**config.mk**
```make
export PLATFORM = sky130hd
export DESIGN_NAME = instr_decode_issue
export DESIGN_NICKNAME = d
export VERILOG_FILES = /design/src/rtl/instr_decode_issue.sv
export SDC_FILE = /design/constraint.sdc
export NUM_CORES = 1
export LEC_CHECK = 0
export CAP_MARGIN = 10
export CORE_MARGIN = 4
export CORE_UTILIZATION = 40
export CTS_BUF_LIST = sky130_fd_sc_hd__clkbuf_4 sky130_fd_sc_hd__clkbuf_8
export DETAILED_ROUTE_END_ITERATION = 10
export PLACE_DENSITY = 0.71
export SLEW_MARGIN = 5
export SYNTH_ARGS = -nofsm -noshare
export SYNTH_HDL_FRONTEND = slang
export SYNTH_SLANG_ARGS = --single-unit
```
**constraint.sdc**
```tcl
create_clock -name i_CLK -period 2.75 [get_ports i_CLK]
set_input_delay 0.825 -clock i_CLK [delete_from_list [all_inputs] [get_ports i_CLK]]
set_output_delay 0.825 -clock i_CLK [all_outputs]
set_load 0.01 [all_outputs]
```
**src/rtl/instr_decode_issue.sv**
```systemverilog
// Decode/issue stage feeding the 8x8 register bank.
// One-entry IR, registered OUT slot, per-register write-in-flight scoreboard.
module instr_decode_issue #(
  parameter int unsigned WB_LATENCY = 3
) (
  input  logic        i_CLK,
  input  logic        i_RST,
  input  logic [15:0] i_Instr,
  input  logic        i_InstrValid,
  output logic        o_InstrReady,
  output logic        o_IssueValid,
  input  logic        i_IssueReady,
  output logic [2:0]  o_AddrReg1,
  output logic [2:0]  o_AddrReg2,
  output logic [2:0]  o_AddrRegDest,
  output logic        o_WriteBack,
  output logic [3:0]  o_AluOp,
  output logic [7:0]  o_Imm,
  output logic        o_UseImm,
  output logic        o_Illegal,
  output logic        o_Halted
);

  typedef enum logic {S_RUN, S_HALT} state_e;

  state_e state_q, state_d;

  logic        ir_v_q, ir_v_d;
  logic [15:0] ir_q, ir_d;
  logic        out_v_q, out_v_d;
  logic [2:0]  a1_q, a2_q, rd_q;
  logic        wb_q, uimm_q;
  logic [3:0]  op_q;
  logic [7:0]  imm_q;
  logic        ill_q, ill_d;
  logic [7:0][2:0] cnt_q, cnt_d;

  logic [3:0] op;
  logic [2:0] rs1, rs2;
  logic       use1, use2;
  logic       dec_wb, dec_uimm;
  logic [2:0] dec_a1, dec_a2;
  logic [7:0] dec_imm;
  logic       is_nop, is_rsv, is_halt;
  logic       haz, out_free, drop_op;
  logic       leave, load_out, accept;
  logic       go_halt, issue_wr;

  assign op  = ir_q[15:12];
  assign rs1 = ir_q[8:6];
  assign rs2 = ir_q[5:3];

  always_comb begin
    use1     = 1'b0;
    use2     = 1'b0;
    dec_wb   = 1'b0;
    dec_uimm = 1'b0;
    dec_a1   = '0;
    dec_a2   = '0;
    dec_imm  = '0;
    is_nop   = 1'b0;
    is_rsv   = 1'b0;
    is_halt  = 1'b0;
    unique case (1'b1)
      (op inside {[4'd1:4'd5]}): begin
        use1   = 1'b1;
        use2   = 1'b1;
        dec_a1 = rs1;
        dec_a2 = rs2;
        dec_wb = 1'b1;
      end
      (op inside {4'd6, 4'd7}): begin
        use1   = 1'b1;
        dec_a1 = rs1;
        dec_a2 = rs2;
        dec_wb = 1'b1;
      end
      (op == 4'd8): begin
        dec_imm  = ir_q[7:0];
        dec_uimm = 1'b1;
        dec_wb   = 1'b1;
      end
      (op == 4'd9): begin
        use1     = 1'b1;
        dec_a1   = rs1;
        dec_imm  = {{2{ir_q[5]}}, ir_q[5:0]};
        dec_uimm = 1'b1;
        dec_wb   = 1'b1;
      end
      (op == 4'hA): begin
        use1   = 1'b1;
        dec_a1 = rs1;
        dec_wb = 1'b1;
      end
      (op inside {[4'hB:4'hE]}): is_rsv = 1'b1;
      (op == 4'hF): is_halt = 1'b1;
      default: is_nop = 1'b1;
    endcase
  end

  // RAW check: pending bank write, or the op sitting in OUT
  always_comb begin
    haz = 1'b0;
    if (use1 && (cnt_q[rs1] != 3'd0 ||
        (out_v_q && wb_q && rd_q == rs1)))
      haz = 1'b1;
    if (use2 && (cnt_q[rs2] != 3'd0 ||
        (out_v_q && wb_q && rd_q == rs2)))
      haz = 1'b1;
  end

  assign out_free = !out_v_q || i_IssueReady;
  assign drop_op  = is_nop || is_rsv || is_halt;
  assign leave    = ir_v_q && (drop_op || (!haz && out_free));
  assign load_out = ir_v_q && !drop_op && !haz && out_free;
  assign accept   = i_InstrValid && o_InstrReady;
  assign go_halt  = (state_q == S_RUN) && ir_v_q && is_halt;
  assign issue_wr = out_v_q && i_IssueReady && wb_q;

  always_ff @(posedge i_CLK) begin
    if (i_RST) state_q <= S_RUN;
    else       state_q <= state_d;
  end

  always_comb begin
    state_d = state_q;
    if (go_halt) state_d = S_HALT;
  end

  always_comb begin
    o_Halted     = (state_q == S_HALT);
    o_InstrReady = (state_q == S_RUN) && (!ir_v_q || leave);
  end

  always_comb begin
    ir_v_d = ir_v_q;
    ir_d   = ir_q;
    if (leave) ir_v_d = 1'b0;
    if (accept) begin
      ir_v_d = 1'b1;
      ir_d   = i_Instr;
    end
    if (go_halt) ir_v_d = 1'b0;
    out_v_d = out_v_q;
    if (load_out)          out_v_d = 1'b1;
    else if (i_IssueReady) out_v_d = 1'b0;
    ill_d = ir_v_q && is_rsv;
  end

  always_comb begin
    for (int r = 0; r < 8; r++) begin
      if (issue_wr && rd_q == 3'(r))
        cnt_d[r] = 3'(WB_LATENCY);
      else if (cnt_q[r] != 3'd0)
        cnt_d[r] = cnt_q[r] - 3'd1;
      else
        cnt_d[r] = 3'd0;
    end
  end

  always_ff @(posedge i_CLK) begin
    if (i_RST) begin
      ir_v_q  <= 1'b0;
      ir_q    <= '0;
      out_v_q <= 1'b0;
      ill_q   <= 1'b0;
      cnt_q   <= '0;
      a1_q    <= '0;
      a2_q    <= '0;
      rd_q    <= '0;
      wb_q    <= 1'b0;
      op_q    <= '0;
      imm_q   <= '0;
      uimm_q  <= 1'b0;
    end else begin
      ir_v_q  <= ir_v_d;
      ir_q    <= ir_d;
      out_v_q <= out_v_d;
      ill_q   <= ill_d;
      cnt_q   <= cnt_d;
      if (load_out) begin
        a1_q   <= dec_a1;
        a2_q   <= dec_a2;
        rd_q   <= ir_q[11:9];
        wb_q   <= dec_wb;
        op_q   <= op;
        imm_q  <= dec_imm;
        uimm_q <= dec_uimm;
      end
    end
  end

  assign o_IssueValid  = out_v_q;
  assign o_AddrReg1    = a1_q;
  assign o_AddrReg2    = a2_q;
  assign o_AddrRegDest = rd_q;
  assign o_WriteBack   = wb_q;
  assign o_AluOp       = op_q;
  assign o_Imm         = imm_q;
  assign o_UseImm      = uimm_q;
  assign o_Illegal     = ill_q;

endmodule

```
==> results by group <==
Timing
  – Minimum clock period: 2.88 ns
  – Max-slew violation count: 0
  – Final setup vio count: 2
  – F_max: 347 MHz
  – Final Hold Fails: 0
  – Slew margin rel.: 66.4%
  – Post-route worst setup slack: -0.129 ns
  – RSZ-0062 raised after global routing: yes
  – Fin crit share: 105%
  – Worst Tran Pin Value: 0.500 ns
  – Layout Skew: 0.0153 ns

Routing
  – Drt drc: 0
  – Antenna Violating Nets Remaining: 0
  – 1st-iter DRT viols: 112
  – Via count: 2908
  – WL final: 8.40 mm
  – Per-cell routed wire length: 14.8 µm
  – DR pass1 iterations: 4
  – Vias/cell: 5.12

Power
  – P_leak: 1.89 nW
  – Pwr dens: 637 nW/µm²
  – Peak supply drop: 0.000313 V

Floorplanning
  – Horiz. Die Dim: 98.5 µm
  – Die H: 98.5 µm
  – Die Footprint: 9690 µm²
  – Core area: 7850 µm²
  – Initial Util: 41.7%
  – I/O Pins: 47
  – Site row count: 32

Critical path
  – Reg-to-reg endpoint: o_Imm[5]$_SDFFE_PP0P_
  – CP top delay family: compound AO/OA/AOI/OAI gates
  – Crit path DAT: 2.05 ns
  – Slowest stage delay, CP: 0.26 ns
  – WP data required: 1.93 ns
  – Worst-path maximum fanout: 3
  – R2R depth: 13
  – Critical path capture point type: output port
  – CP Cell Sequence: buf_8, nor2b_4, a41o_1, a211oi_2, buf_4, a21oi_4, o21ai_2, and2_4, buf_6
  – Critical path's slowest cell: a211oi_2
  – CP Launch Type: input pin
  – Cell count along the critical path: 9
  – Critical setup path kind: in2out
  – CP Capture Point: o_InstrReady
  – Flop-to-flop setup slack: 0.03 ns
  – CP Buf/Inv Count: 3
  – FF-to-FF Start: o_IssueValid$_SDFFE_PP0P_
  – Crit. Startpoint: i_IssueReady

Synth
  – EDFF count, synth: 0
  – Ys async rst share: 0%
  – #FFs+latches synth: 67
  – Primary FF master, synth: dfxtp_1
  – Cell area after synthesis: 3270 µm²
  – Yosys Warn Count: 0
  – Net count after synthesis: 378
  – Mapped Cells: 350
  – Part of the Yosys area used for sequential elements: 41.0%
  – Mean Syn Cell Area: 9.35 µm²
  – Distinct cell type count after synthesis: 47

Clocking
  – Clock Tree Root: clkbuf_8
  – Clock transition at the registers of the reported paths: 0.09 ns
  – Number of CTS-inserted buffers: 9
  – CTS Buffer Depth: 2
  – H-tree depth: 3
  – Worst skew pair latency: 0.36 ns
  – CTS tree: built
  – # clock sinks: 67

Run
  – Max_cap viols: 0

Placement
  – DP Wirelength: 5.59 mm
  – Final GP Congestion: 0.866
  – DP Area: 4140 µm²
  – Input/output buffers: 46

GRT
  – Grt ovf: 0
  – Initial antenna violation count: 0
  – First-pass GRT wire length: 13.8 mm
  – Total track usage: 17.6%
  – Number of global-route vias before repair: 3023
  – Largest net degree at the start of global routing: 37

Layout
  – Most frequent cells in the layout: buf_4, dfxtp_1, nand2b_1
  – Final Util: 59.5%
  – Layout cells sized above 1: 28.1%
  – Antenna Diode Count: 0
  – Layout Nets: 489
  – Post-route cell area: 4670 µm²
  – Leading cell type in the layout, fill and taps excluded: buf_4
  – Register Area: 1350 µm²
  – Multi-input gate area: 1890 µm²
  – Fillers: 671
  – Area Overhead vs Synth: 42.6%

Run status
  – Status: complete, but fails checks
  – Violated checks: negative setup slack

Hold path
  – Hold Path Class: reg2reg
[worst reg2reg max path, cell delays in order, from the launching register on]
cell and delay [ns]:
dfxtp_1 0.37, and2_1 0.21, a41o_1 0.20, a211oi_2 0.26, buf_4 0.17, a21oi_4 0.05
buf_6 0.12, buf_4 0.12, buf_4 0.12, buf_4 0.13, buf_4 0.13, or3_4 0.42
clkbuf_16 0.19, mux2i_1 0.16
[synth_stat cells, types with 5 or more instances]
cell       instances  area share, %
or2_2              8            1.5
o21ai_0            5           0.76
nand2b_1          54             10
nand2_1           38            4.4
ha_1               8            3.1
dfxtp_1           67             41
inv_1             12            1.4
a21oi_1           15            2.3
a2111oi_0          7            1.9
mux2i_1           37             11
nor2b_1            5           0.96
nor2_1            11            1.3
nor3_1             9            1.4
a31oi_1            8            1.5
clkbuf_1           9            1.0
[sequential cells by signal (all words and copies together) (netlist names)]
name and cells:
o_AddrRegDest 3, o_Illegal 1, o_AddrReg1 3, cnt_q 24
o_WriteBack 1, o_UseImm 1, ir_v_q 1, o_Imm 8
o_AddrReg2 3, o_IssueValid 1, o_Halted 1, o_AluOp 4
ir_q 16
[metal layers]
metal / GRT usage, % / share of wire, % / vias to the layer above
met5: 0 / 0 / -
met4: 9.77 / 3.3 / 0
met3: 5.38 / 4.9 / 27
met2: 28.3 / 47 / 92
met1: 21.0 / 45 / 1372
li1: - / - / 1417
[timing repair]
action | in CTS | in global routing
setup endpoints to repair | 1 | 35
gates cloned | 0 | 2
pin swaps | 11 | 7
buffers inserted | 19 | 4
resized for setup | 40 | 17
hold buffers | 0 | 0
hold endpoints to repair | 0 | 0
[stage by stage]
step / setup slack, ns / hold WS, ns / power, mW / instances / TNS [ns]
6_report: -0.129 / 0.462 / 2.97 / 568 / -0.130
5_1_grt: -0.204 / 0.504 / 3.15 / 568 / -0.909
4_1_cts: -0.0656 / 0.463 / 2.90 / 567 / -0.0656
3_5_place_dp: -1.13 / 0.451 / 2.00 / 532 / -8.65
3_3_place_gp: -1.05 / 0.441 / 1.97 / 532 / -7.23
2_1_floorplan: 0.0983 / 0.435 / 1.68 / 350 / 0
[kinds of logic after synthesis]
family / share of synthesized area (%)
buf+inv: 5.85
compound gates: 10.3
fa+ha+maj: 3.06
mux: 12.6
xor+xnor: 1.61
flops: 41.0
simple gates: 25.6
[worst min-delay path by stage]
| stage | startpoint | end | slack (ns) | cells past startpoint |
|---|---|---|---|---|
| after global placement | ir_q[2]$_SDFFE_PP0P_ | o_Imm[2]$_SDFFE_PP0P_ | 0.44 | 2 |
| after CTS | ir_q[2]$_SDFFE_PP0P_ | o_Imm[2]$_SDFFE_PP0P_ | 0.46 | 2 |
| after detailed placement | ir_q[2]$_SDFFE_PP0P_ | o_Imm[2]$_SDFFE_PP0P_ | 0.45 | 2 |
| final | ir_q[2]$_SDFFE_PP0P_ | o_Imm[2]$_SDFFE_PP0P_ | 0.46 | 2 |
| after floorplan | ir_q[0]$_SDFFE_PP0P_ | o_Imm[0]$_SDFFE_PP0P_ | 0.44 | 2 |
| after global routing | ir_q[0]$_SDFFE_PP0P_ | o_Imm[0]$_SDFFE_PP0P_ | 0.50 | 2 |
[area by class of cell]
cell class | instances | area share (%)
Multi-Input combinational cell | 251 | 40.5
Sequential cell | 67 | 29.0
Timing Repair Buffer | 120 | 23.1
Tap cell | 102 | 2.73
Clock buffer | 9 | 2.65
Clock inverter | 7 | 1.10
Inverter | 12 | 0.965
[where the power goes]
part / switching [mW] / internal, mW
Sequential: 0.107 / 1.08
Combinational: 0.452 / 0.589
Clock: 0.412 / 0.331
Total: 0.971 / 2.00
Power figures use the tool's default switching activity.
